`src/rtl/request_sequencer.sv`:
```
// request_sequencer: instruction/data request sequencing for the single-cycle
// MIPS datapath. Drives the memory strobes and gates PC advance so that the PC
// moves exactly once per completed instruction. Also provides a halt state, a
// saturating retired-instruction counter and a memory-wait watchdog.
module request_sequencer #(
    parameter int CNT_W   = 32,
    parameter int TIMEOUT = 1024,
    parameter int TO_W    = 16
) (
    input  logic             CLK,
    input  logic             RST,
    input  logic             ihit,
    input  logic             dhit,
    input  logic             ctr_dREN,
    input  logic             ctr_dWEN,
    input  logic             halt_in,
    output logic             iREN,
    output logic             dREN,
    output logic             dWEN,
    output logic             pc_en,
    output logic             halted,
    output logic [CNT_W-1:0] instr_count,
    output logic             mem_timeout,
    output logic             dec_err
);

    typedef enum logic [1:0] {
        RSTW    = 2'd0,
        IFETCH  = 2'd1,
        DACCESS = 2'd2,
        HALT    = 2'd3
    } state_t;

    // Watchdog thresholds. A TIMEOUT of 0 disables the flag entirely; the
    // wait counter then never leaves 0 because its hold value is 0.
    localparam logic             WD_EN     = (TIMEOUT > 0);
    localparam logic [TO_W-1:0]  WAIT_MAX  = TO_W'(TIMEOUT);
    localparam logic [TO_W-1:0]  WAIT_LAST = TO_W'((TIMEOUT > 0) ? (TIMEOUT - 1) : 0);
    localparam logic [CNT_W-1:0] CNT_MAX   = '1;

    state_t            state_reg;
    state_t            state_next;
    logic              iren_reg;
    logic              load_reg;
    logic              store_reg;
    logic              halted_reg;
    logic [CNT_W-1:0]  count_reg;
    logic [TO_W-1:0]   wait_reg;
    logic              timeout_reg;
    logic              dec_err_reg;

    // Qualified events: ihit only matters in IFETCH, dhit only in DACCESS.
    logic fetch_hit;
    logic fetch_halt;
    logic fetch_mem;
    logic fetch_plain;
    logic fetch_wait;
    logic data_done;
    logic data_wait;
    logic waiting;
    logic moving;

    assign fetch_hit   = (state_reg == IFETCH) && ihit;
    assign fetch_halt  = fetch_hit && halt_in;
    assign fetch_mem   = fetch_hit && !halt_in && (ctr_dREN || ctr_dWEN);
    assign fetch_plain = fetch_hit && !halt_in && !ctr_dREN && !ctr_dWEN;
    assign fetch_wait  = (state_reg == IFETCH) && !ihit;
    assign data_done   = (state_reg == DACCESS) && dhit;
    assign data_wait   = (state_reg == DACCESS) && !dhit;
    assign waiting     = fetch_wait || data_wait;
    assign moving      = (state_next != state_reg);

    // Next-state selection; HALT outranks a memory access on the same fetch.
    always_comb begin
        state_next = state_reg;
        case (state_reg)
            RSTW:    state_next = IFETCH;
            IFETCH: begin
                if (fetch_halt) begin
                    state_next = HALT;
                end else if (fetch_mem) begin
                    state_next = DACCESS;
                end
            end
            DACCESS: begin
                if (dhit) begin
                    state_next = IFETCH;
                end
            end
            HALT:    state_next = HALT;
            default: state_next = RSTW;
        endcase
    end

    // Sequencer state plus registered strobes: iREN tracks IFETCH, the load/store
    // latches drive dREN/dWEN for the whole data access, halted tracks HALT.
    always_ff @(posedge CLK or posedge RST) begin
        if (RST) begin
            state_reg  <= RSTW;
            iren_reg   <= 1'b0;
            load_reg   <= 1'b0;
            store_reg  <= 1'b0;
            halted_reg <= 1'b0;
        end else begin
            state_reg  <= state_next;
            iren_reg   <= (state_next == IFETCH);
            halted_reg <= (state_next == HALT);
            case (state_reg)
                IFETCH: begin
                    if (fetch_mem) begin
                        // A conflicting decode is treated as a store.
                        store_reg <= ctr_dWEN;
                        load_reg  <= ctr_dREN && !ctr_dWEN;
                    end
                end
                DACCESS: begin
                    if (dhit) begin
                        store_reg <= 1'b0;
                        load_reg  <= 1'b0;
                    end
                end
                default: begin
                    store_reg <= 1'b0;
                    load_reg  <= 1'b0;
                end
            endcase
        end
    end

    // Retired-instruction counter, saturating at all-ones.
    always_ff @(posedge CLK or posedge RST) begin
        if (RST) begin
            count_reg <= '0;
        end else if (pc_en && (count_reg != CNT_MAX)) begin
            count_reg <= count_reg + CNT_W'(1);
        end
    end

    // Wait counter: counts consecutive unsatisfied cycles in the current state
    // and holds once it reaches the threshold.
    always_ff @(posedge CLK or posedge RST) begin
        if (RST) begin
            wait_reg <= '0;
        end else if (moving || fetch_hit || data_done) begin
            wait_reg <= '0;
        end else if (waiting && (wait_reg != WAIT_MAX)) begin
            wait_reg <= wait_reg + TO_W'(1);
        end
    end

    // Sticky watchdog flag, set on the edge where the counter reaches TIMEOUT.
    always_ff @(posedge CLK or posedge RST) begin
        if (RST) begin
            timeout_reg <= 1'b0;
        end else if (WD_EN && waiting && (wait_reg == WAIT_LAST)) begin
            timeout_reg <= 1'b1;
        end
    end

    // Sticky decode-conflict flag: load and store both decoded on a fetch hit.
    always_ff @(posedge CLK or posedge RST) begin
        if (RST) begin
            dec_err_reg <= 1'b0;
        end else if (fetch_hit && ctr_dREN && ctr_dWEN) begin
            dec_err_reg <= 1'b1;
        end
    end

    // pc_en is combinational so the PC moves in the same cycle the
    // instruction completes; it can only fire in IFETCH or DACCESS.
    assign pc_en       = fetch_plain || data_done;
    assign iREN        = iren_reg;
    assign dREN        = load_reg;
    assign dWEN        = store_reg;
    assign halted      = halted_reg;
    assign instr_count = count_reg;
    assign mem_timeout = timeout_reg;
    assign dec_err     = dec_err_reg;

endmodule

```
`config.mk`:
```
export PLATFORM = sky130hd
export DESIGN_NAME = request_sequencer
export DESIGN_NICKNAME = d
export VERILOG_FILES = /design/src/rtl/request_sequencer.sv
export SDC_FILE = /design/constraint.sdc
export NUM_CORES = 1
export LEC_CHECK = 0
export ABC_AREA = 1
export CORE_UTILIZATION = 31
export DETAILED_ROUTE_END_ITERATION = 7
export PLACE_DENSITY = 0.52
export SETUP_SLACK_MARGIN = 0.1
export SLEW_MARGIN = 30
export SYNTH_ARGS = -nofsm -noshare
export SYNTH_HDL_FRONTEND = slang
export SYNTH_SLANG_ARGS = --single-unit
```
`constraint.sdc`:
```
create_clock -name CLK -period 1.6 [get_ports CLK]
set_input_delay 0.32 -clock CLK [delete_from_list [all_inputs] [get_ports CLK]]
set_output_delay 0.32 -clock CLK [all_outputs]
set_load 0.02 [all_outputs]
```
==> metrics.md, run 1 <==
| Metric | Value |
|---|---|
| CP Cell Sequence | ha_4 > nand3_4 > inv_4 > nand2_4 > nor2_4 > nand2_2 > nand2_4 > buf_6 > buf_12 > nand2_2 > nand2_1 |
| Die height | roughly 110 µm |
| Root Buffer | clkbuf_16 |
| Commonest non-fill, non-tap cell in the layout | nand2_1 |
| WP data arrival | 1750 ps |
| LEAKAGE | roughly 2.7 nW |
| Fin crit share | 0.977 |
| Final worst slack | about 37 ps |
| Synthesized flop and latch total | 56 |
| DIE WIDTH | roughly 110 µm |
| Max cap viols | 0 |
| Commonest non-fill, non-tap cells in the layout | nand2_1, buf_4, nor2_1 |
| Final max-slew violation count | 0 |
| H-tree Lvls | 2 |
| Worst Path Required | ~1800 ps |
| Largest stage delay, worst path | around 430 ps |
| Crit path depth | 11 |
| Share of layout cells above drive strength 1 | 0.343 |
| Number of vias per cell | about 4.7 |
| Largest net degree at the start of global routing | 32 |
| CTS tree | done |
| Drt pass-1 iters | 4 |
| CTS buffer count | 5 |
| Std-Cell Rows | 39 |
| Multi-input gate area | between 2000 and 2500 µm² |
| Clk slew on worst S/H paths | 70 ps |
| Syn avg cell area | 6.47 µm² |
| Dpl ws | -461 ps |
| Final GP Congestion | 0.887 |
| CP Capture Type | flip-flop |
| Routed length per instance | between 10 and 15 µm |
| Initial Util | 0.317 |
| Number of placed cells counting well taps | 800 |
| Post-synth net total | 567 |
| Worst-Skew Late Latency | between 300 and 400 ps |
| Crit path kind | reg -> reg |
| Fin cells | 837 |
| Slew headroom | 0.822 |
| Antenna viol nets, final | 0 |
| Fill count | between 1k and 1.5k |
| Die ar. | 12100 µm² |
| Tmin final | roughly 1600 ps |
| Total core area | between 10000 and 15000 µm² |
| Worst vdd ir | between 0.7 and 0.8 mV |
| CP Launch Type | flip-flop |
| DRC Markers | 0 |
| Worst Path Max Fanout | 7 |
| Total track usage | 0.194 |
| CTS Buffer Depth | 2 |
| Routed wire length | 11.0 mm |
| Vias after detailed routing | between 3k and 4k |
| Crit path buf inv count | 3 |
| Crit-path leading delay family | simple AND/OR/NAND/NOR gates |
| Mapped Area | roughly 3600 µm² |
| Area growth, synth to finish | 55.8% |
| Power Total | ~0.005 W |
| Initial antenna violation count | 0 |
| Worst-margin pin slew | approximately 260 ps |
| Fin Setup TNS | 0 ps |
| First-pass GRT wire length | approximately 18 mm |
| Clock sink count | 56 |
| Congestion Overflow GR | 0 |
| Register area | 1410 µm² |
| Crit-path slowest cell | dfrtp_2 |
| Synth cell types | 25 |
| Hold Path Class | in -> async |
| Initial DRC Count | 93 |
| IO Pins | 46 |
| Synthesized netlist cell count | roughly 560 |
| Number of flip-flops in the largest register | 32 |
| Clk_skew | 11.7 ps |
| Peak Freq | approximately 640 MHz |
| Hpwl dp | 7.82 mm |
| Path depth of the worst reg2reg path | 11 |
| Pwr Density | approximately 900 nW/µm² |
| Vias in the first global route | ~3.8k |
| Unrepaired setup endpoints after global routing | yes |
| Status | finished, final reports clean |
| Port bufs | 45 |
| Final Hold Fails | 0 |
| YS warnings | 0 |
| Antenna diode count | 0 |
| Sequential share of the synthesized area | 0.389 |
| Final nets | between 700 and 800 |
| Setup-failing EPs final | 0 |
## per-layer routing
metal,routed length (µm),track usage,up-vias
li1,-,-,1994
met1,4520,0.219,1821
met2,5870,0.362,79
met3,371,0.0290,22
met4,236,0.0752,0
met5,0,0,-
## worst reg2reg max path: stages, from the launching register on
cell and delay [ps]:
dfrtp_2 430, ha_4 180, nand3_4 90, inv_4 40, nand2_4 60, nor2_4 40, nand2_2 90, nand2_4 100
buf_6 150, buf_12 140, nand2_2 60, nand2_1 50
## synth_stat cells, drive strengths merged
| cell | n | area share |
|---|---|---|
| ha | 3 | 0.010 |
| nand4 | 12 | 0.021 |
| nand3 | 28 | 0.040 |
| nand3b | 1 | 0.0021 |
| xnor2 | 6 | 0.015 |
| nor3 | 1 | 0.0014 |
| o21ai | 14 | 0.019 |
| a21oi | 2 | 0.0028 |
| o21bai | 2 | 0.0042 |
| dfrtp | 56 | 0.39 |
| a31o | 2 | 0.0049 |
| inv | 47 | 0.049 |
| clkbuf | 1 | 0.0010 |
| nand2 | 270 | 0.29 |
| nor2 | 89 | 0.095 |
| xor2 | 15 | 0.036 |
| buf | 8 | 0.015 |
## where the power goes
part / leakage [nW] / internal, W / switching [W]
Clock: 0.0769 / 0.000732 / 0.000516
Combinational: 1.85 / 0.000941 / 0.00106
Sequential: 0.749 / 0.00160 / 0.000201
## cell type report
cell class | count | share of cell area
Clock inverter | 1 | 0.00535
Tap cell | 143 | 0.0319
Inverter | 47 | 0.0343
Clock buffer | 6 | 0.0230
Timing Repair Buffer | 139 | 0.238
Multi-Input combinational cell | 445 | 0.417
Sequential cell | 56 | 0.251
## through the flow
stage,hold WS (ps),instance area (µm²),util
detailed placement,454,4760,0.419
CTS,322,5300,0.466
finish,312,5620,0.494
global placement,451,4760,0.419
global route,341,5620,0.494
floorplan,400,3640,-
## cells by family after synthesis
family                   after synthesis  synth area share
AND/OR/NAND/NOR                      401             0.454
XOR/XNOR                              21            0.0510
buffers and inverters                 56            0.0646
adder cells (fa/ha/maj)                3            0.0104
flip-flops                            56             0.389
AO/OA/AOI/OAI                         20            0.0312
## path summary, 6_finish.rpt
kind                                start               to  slack [ps]
max reg2reg                instr_count[1]  instr_count[25]          40
max in group asynchronous             RST      wait_reg[4]         840
min reg2reg                       dec_err          dec_err         460
max                        instr_count[1]  instr_count[25]          40
min                                   RST             iREN         310
min in group CLK                  dec_err          dec_err         460
## timing repair
item | CTS | global route
hold buffers | 0 | 0
setup endpoints to repair | 86 | 68
pin swaps | 38 | 16
resized for setup | 121 | 109
setup buffers | 17 | 7
gates cloned | 6 | 0
Power figures use the tool's default switching activity.
==> inputs of run 2 (changes only) <==
- GPL_TIMING_DRIVEN: unset -> 0
==> metrics.md, run 2 (same netlist as run 1, synthesis figures left out) <==
| Metric | Value |
|---|---|
| Status | finished, final reports clean |
| Most used cell, CP | inv_2 |
| Total track usage | 0.184 |
| Clock sink count | 56 |
| CTS tree | done |
| Setup-failing EPs final | 0 |
| Commonest non-fill, non-tap cell in the layout | nand2_1 |
| Initial antenna violation count | 0 |
| Dpl cell area | roughly 4300 µm² |
| Commonest non-fill, non-tap cells in the layout | nand2_1, nor2_1, buf_4 |
| Slew headroom | 0.703 |
| Number of flip-flops in the largest register | 32 |
| Worst Path Max Fanout | 4 |
| Largest net degree at the start of global routing | 21 |
| Worst-Skew Late Latency | 300 ps |
| Routed length per instance | 12.9 µm |
| Fin cells | 810 |
| Final nets | 676 |
| Largest stage delay, worst path | 400 ps |
| Vias after detailed routing | approximately 3.8k |
| Number of placed cells counting well taps | ~750 |
| Internal power | 0.00304 W |
| Std-Cell Rows | 39 |
| Worst Path Required | about 1300 ps |
| Vias in the first global route | approximately 3.7k |
| Total core area | roughly 11000 µm² |
| Area growth, synth to finish | 43.5% |
| Sw Share | 0.366 |
| Root Buffer | clkbuf_16 |
| Tmin final | 1590 ps |
| Share of layout cells above drive strength 1 | 0.286 |
| Power share of the combinational group | 0.386 |
| Min Hold Slack | 341 ps |
| DRC Markers | 0 |
| Hold_buf cts | 0 |
| Antenna viol nets, final | 0 |
| CP startpoint | state_reg[1] |
| Final worst slack | 9.22 ps |
| Dpl ws | -644 ps |
| Unrepaired setup endpoints after global routing | yes |
| CP Launch Type | flip-flop |
| Pwr Density | slightly above 900 nW/µm² |
| WP data arrival | roughly 1300 ps |
| Switch Pwr | 0.00176 W |
| Die ar. | roughly 12000 µm² |
| CP Capture Type | primary output |
| Final Hold Fails | 0 |
| First-pass GRT wire length | 17.3 mm |
| IO Pins | 46 |
| Antenna diode count | 0 |
| Drt pass-1 iters | 4 |
| Peak Freq | approximately 630 MHz |
| Launch point of the worst reg-to-reg path | instr_count[11] |
| Initial Util | 0.317 |
| Number of vias per cell | 4.66 |
| Crit path kind | reg -> out |
| CP Cell Sequence | inv_2 > nand2_2 > nor2_4 > a21oi_2 > inv_2 > buf_6 |
| DIE WIDTH | roughly 110 µm |
| Fill count | 1159 |
| Hpwl dp | 7.31 mm |
| Initial DRC Count | between 100 and 150 |
| Crit-path slowest cell | dfrtp_1 |
| Fin crit share | 0.994 |
| LEAKAGE | approximately 2.5 nW |
| Clock Power Share | 0.239 |
| CTS Buffer Depth | 2 |
| CTS buffer count | 5 |
| Fin area | between 5000 and 6000 µm² |
| Clk_skew | 9.17 ps |
| Worst-margin pin slew | roughly 440 ps |
| Hold_sp | ctr_dREN |
| Sequential power share | 0.375 |
| Hold Path Class | in -> reg |
| Worst vdd ir | 0.606 mV |
| Max cap viols | 0 |
| Final GP Congestion | approximately 0.89 |
| Routed wire length | 10.4 mm |
| H-tree Lvls | 2 |
| Congestion Overflow GR | 0 |
| Final max-slew violation count | 0 |
| Die height | 110 µm |
| Port bufs | 45 |
| Fin Setup TNS | 0 ps |
| Clk slew on worst S/H paths | about 70 ps |
[run 2: changes by cell type in the layout (fill, tap and decap cells not counted), moves of 5 or more]
cell,previous run,this run
nand2_2,52,38
buf_12,8,2
buf_6,5,11
nand2_1,199,227
clkbuf_2,6,1
dlygate4sd2_1,17,36
clkdlybuf4s15_1,14,1
dfrtp_2,8,30
dfrtp_1,48,26
nand2_4,19,5
buf_4,78,49
[run 2: power groups by stage]
stage | clock [W] | combinational (W) | sequential (W)
CTS | 0.00119 | 0.00163 | 0.00179
finish | 0.00114 | 0.00185 | 0.00180
global route | 0.00123 | 0.00202 | 0.00183
global placement | 0 | 0.00120 | 0.00184
detailed placement | 0 | 0.00123 | 0.00184
floorplan | 0 | 0.000723 | 0.00190
[run 2: final cells by class]
| cell class | instances | area, µm² | area share |
|---|---|---|---|
| inverter | 47 | 185 | 0.0358 |
| clock buffer | 6 | 139 | 0.0269 |
| buffer | 9 | 100 | 0.0194 |
| clock inverter | 2 | 10.0 | 0.00194 |
| multi-input combinational | 445 | 2200 | 0.425 |
| timing repair buffer | 102 | 922 | 0.178 |
| sequential | 56 | 1440 | 0.278 |
| tap | 143 | 179 | 0.0346 |
[run 2: worst paths after layout]
| check | cells past startpoint | to | slack, ps |
|---|---|---|---|
| min reg2reg | 1 | dec_err | 460 |
| max in group asynchronous | 4 | wait_reg[10] | 590 |
| min in group asynchronous | 2 | halted | 390 |
| max reg2reg | 11 | instr_count[25] | 9 |
| min | 2 | dec_err | 340 |
| max | 6 | pc_en | 9 |
[run 2: layer usage]
metal | track usage | vias up | wire length, µm
met4 | 0.0867 | 0 | 386
met1 | 0.211 | 1741 | 4440
met3 | 0.0261 | 26 | 318
met5 | 0 | - | 0
met2 | 0.334 | 77 | 5300
li1 | - | 1931 | -
[run 2: repair_timing]
item                                    4_1_cts  5_1_grt
resized for setup                           132       43
gates cloned                                  5        0
endpoints found under the setup margin       87       52
pin swaps                                    24        7
setup buffers                                26       24
[run 2: stage by stage]
| step | power, W | util |
|---|---|---|
| global route | 0.00509 | 0.455 |
| global placement | 0.00305 | 0.375 |
| detailed placement | 0.00308 | 0.380 |
| floorplan | 0.00262 | - |
| finish | 0.00479 | 0.455 |
| CTS | 0.00461 | 0.428 |
[run 2: worst max-delay path, delay by kind of cell, from the launching register on]
kind | cells | cell delay (ps)
AND/OR/NAND/NOR | 2 | 210
AO/OA/AOI/OAI | 1 | 70
buffers and inverters | 3 | 300
flip-flops | 1 | 400
==> edit, RTL diff (flow settings as in run 1) <==
The output `iREN` loses its register stage (`iren_reg` becomes a continuous assignment).
--- a/src/rtl/request_sequencer.sv
+++ b/src/rtl/request_sequencer.sv
@@ -97,13 +97,11 @@
     always_ff @(posedge CLK or posedge RST) begin
         if (RST) begin
             state_reg  <= RSTW;
-            iren_reg   <= 1'b0;
             load_reg   <= 1'b0;
             store_reg  <= 1'b0;
             halted_reg <= 1'b0;
         end else begin
             state_reg  <= state_next;
-            iren_reg   <= (state_next == IFETCH);
             halted_reg <= (state_next == HALT);
             case (state_reg)
                 IFETCH: begin
@@ -126,6 +124,8 @@
             endcase
         end
     end
+
+    assign iren_reg = (state_next == IFETCH);
 
     // Retired-instruction counter, saturating at all-ones.
     always_ff @(posedge CLK or posedge RST) begin
Function: changed (a bounded check fails within 4 cycles, from zero or initial values and one cycle with RST high).
==> edit against run 1 <==
The run now ends with setup timing left; sequential cell count shrank 1; cell area shrank 0.85%; power grew 3.0%; wire length grew 7.0%; worst setup slack lost 0.099 ns; sequential share of layout area shrank 0.10 points; synthesized area shrank 0.69%; non-clock buffer count grew 2; largest power group unchanged.
==> edit: results (changes against run 1) <==
Status
Run status: finished, violations left (was completed). The final reports fail on setup timing.

Route
The total number of vias is 3978 (was 3916). The number of DRC markers in iteration 0 is 171 (was 93). The post-detailed-route via-to-cell ratio came to 4.76 (was 4.68). The total wirelength of the detailed-routed design is 11.8 mm (was 11.0 mm).

Setup path
The number of cells traversed by the worst register-to-register path was 12 (was 11). The largest fanout of any net on the critical path is 5 (was 7). The gate family responsible for the most delay along the worst path is buffers and inverters (was simple AND/OR/NAND/NOR gates).

STA
The minimum setup slack in the final design is -0.0620 ns (was 0.0369 ns). The final setup violation count is 15 (was 0). The transition at the pin with the smallest max-transition slack is 0.273 ns (was 0.265 ns).

Power
The switching part of the total is 0.362 (was 0.352). The power density over cell area is 934 nW/um^2 (was 899 nW/um^2). The leakage component of the power is 2.67 nW (was 2.68 nW).

Global route
The pin count of the biggest net entering global routing was 38 (was 32). The global-route usage over all layers came to 0.201 (was 0.194). The first-pass GRT wire length is 18.3 mm (was 17.8 mm).

Synthesis
Cells taking the most area after synthesis: sky130_fd_sc_hd__dfrtp_1 38%, sky130_fd_sc_hd__nand2_1 27%, sky130_fd_sc_hd__nor2_1 9.1% (was sky130_fd_sc_hd__dfrtp_1 39%, sky130_fd_sc_hd__nand2_1 27%, sky130_fd_sc_hd__nor2_1 9.1%). The cell count after synthesis is 556 (was 557). The proportion of synthesized chip area in sequential cells is 0.385 (was 0.389). Top cells by instance count after synthesis: 256 x sky130_fd_sc_hd__nand2_1, 87 x sky130_fd_sc_hd__nor2_1, 55 x sky130_fd_sc_hd__dfrtp_1 (was 256 x sky130_fd_sc_hd__nand2_1, 87 x sky130_fd_sc_hd__nor2_1, 56 x sky130_fd_sc_hd__dfrtp_1).

Placement
The cell count after placement is 788 (was 800). The placed wire-length estimate is 7.58 mm (was 7.82 mm).

Final layout
The number of nets in the layout was 705 (was 704).
==> edit: worst paths after layout <==
check	from	endpoint	slack [ns]
max	state_reg[0]	instr_count[25]	-0.06
min	RST	instr_count[3]	0.43
max reg2reg	state_reg[0]	instr_count[25]	-0.06
min reg2reg	mem_timeout	mem_timeout	0.47
max in group asynchronous	RST	wait_reg[10]	0.92
min in group CLK	ctr_dWEN	dREN	0.47
==> edit: what timing repair did <==
action	CTS	global route
resized for setup	122	97
buffers inserted	20	15
gates cloned	8	1
hold buffers	0	0
setup endpoints to repair	87	66
pin swaps	19	18
==> edit: layer usage <==
layer  global-route usage  wire, um  up-vias
met2                0.340      5850       91
met1                0.257      5150     1876
met3               0.0320       509       18
li1                     -         -     1993
met4               0.0724       250        0
met5                    0         0        -
==> edit: area by class of cell <==
cell class	instances	area [sq um]
fillers	1081	5460
multi-input cells	445	2280
flip-flops and latches	55	1390
repair buffers	141	1350
inverters	47	188
well taps	140	175
clock buffers	6	139
clock inverters	2	35.0
==> edit: per-stage QoR <==
stage	setup slack, ns	util	hold slack, ns
4_1_cts	-0.0821	0.480	0.447
3_5_place_dp	-0.610	0.421	0.460
2_1_floorplan	-0.0626	-	0.394
3_3_place_gp	-0.570	0.421	0.455
6_report	-0.0620	0.505	0.426
5_1_grt	-0.118	0.505	0.466
==> edit: power by group through the flow <==
stage               registers [mW]  clock network, mW  logic (mW)
floorplan                     1.84                  0       0.742
global placement              1.78                  0        1.49
detailed placement            1.79                  0        1.50
CTS                           1.75               1.35        1.87
global route                  1.78               1.39        2.29
finish                        1.76               1.32        2.12
==> edit: kinds of logic after synthesis <==
family | share of synthesized area
DFF | 0.385
and+or+nand+nor | 0.457
AOI/OAI and AO/OA | 0.0315
xor gates and xnor gates | 0.0514
buffers and inverters | 0.0650
adders and majority gates | 0.0105
==> edit: tightest hold or removal path: cells and delay by family <==
| family | cells | cell delay, ns |
|---|---|---|
| buffers and inverters | 3 | 0.77 |
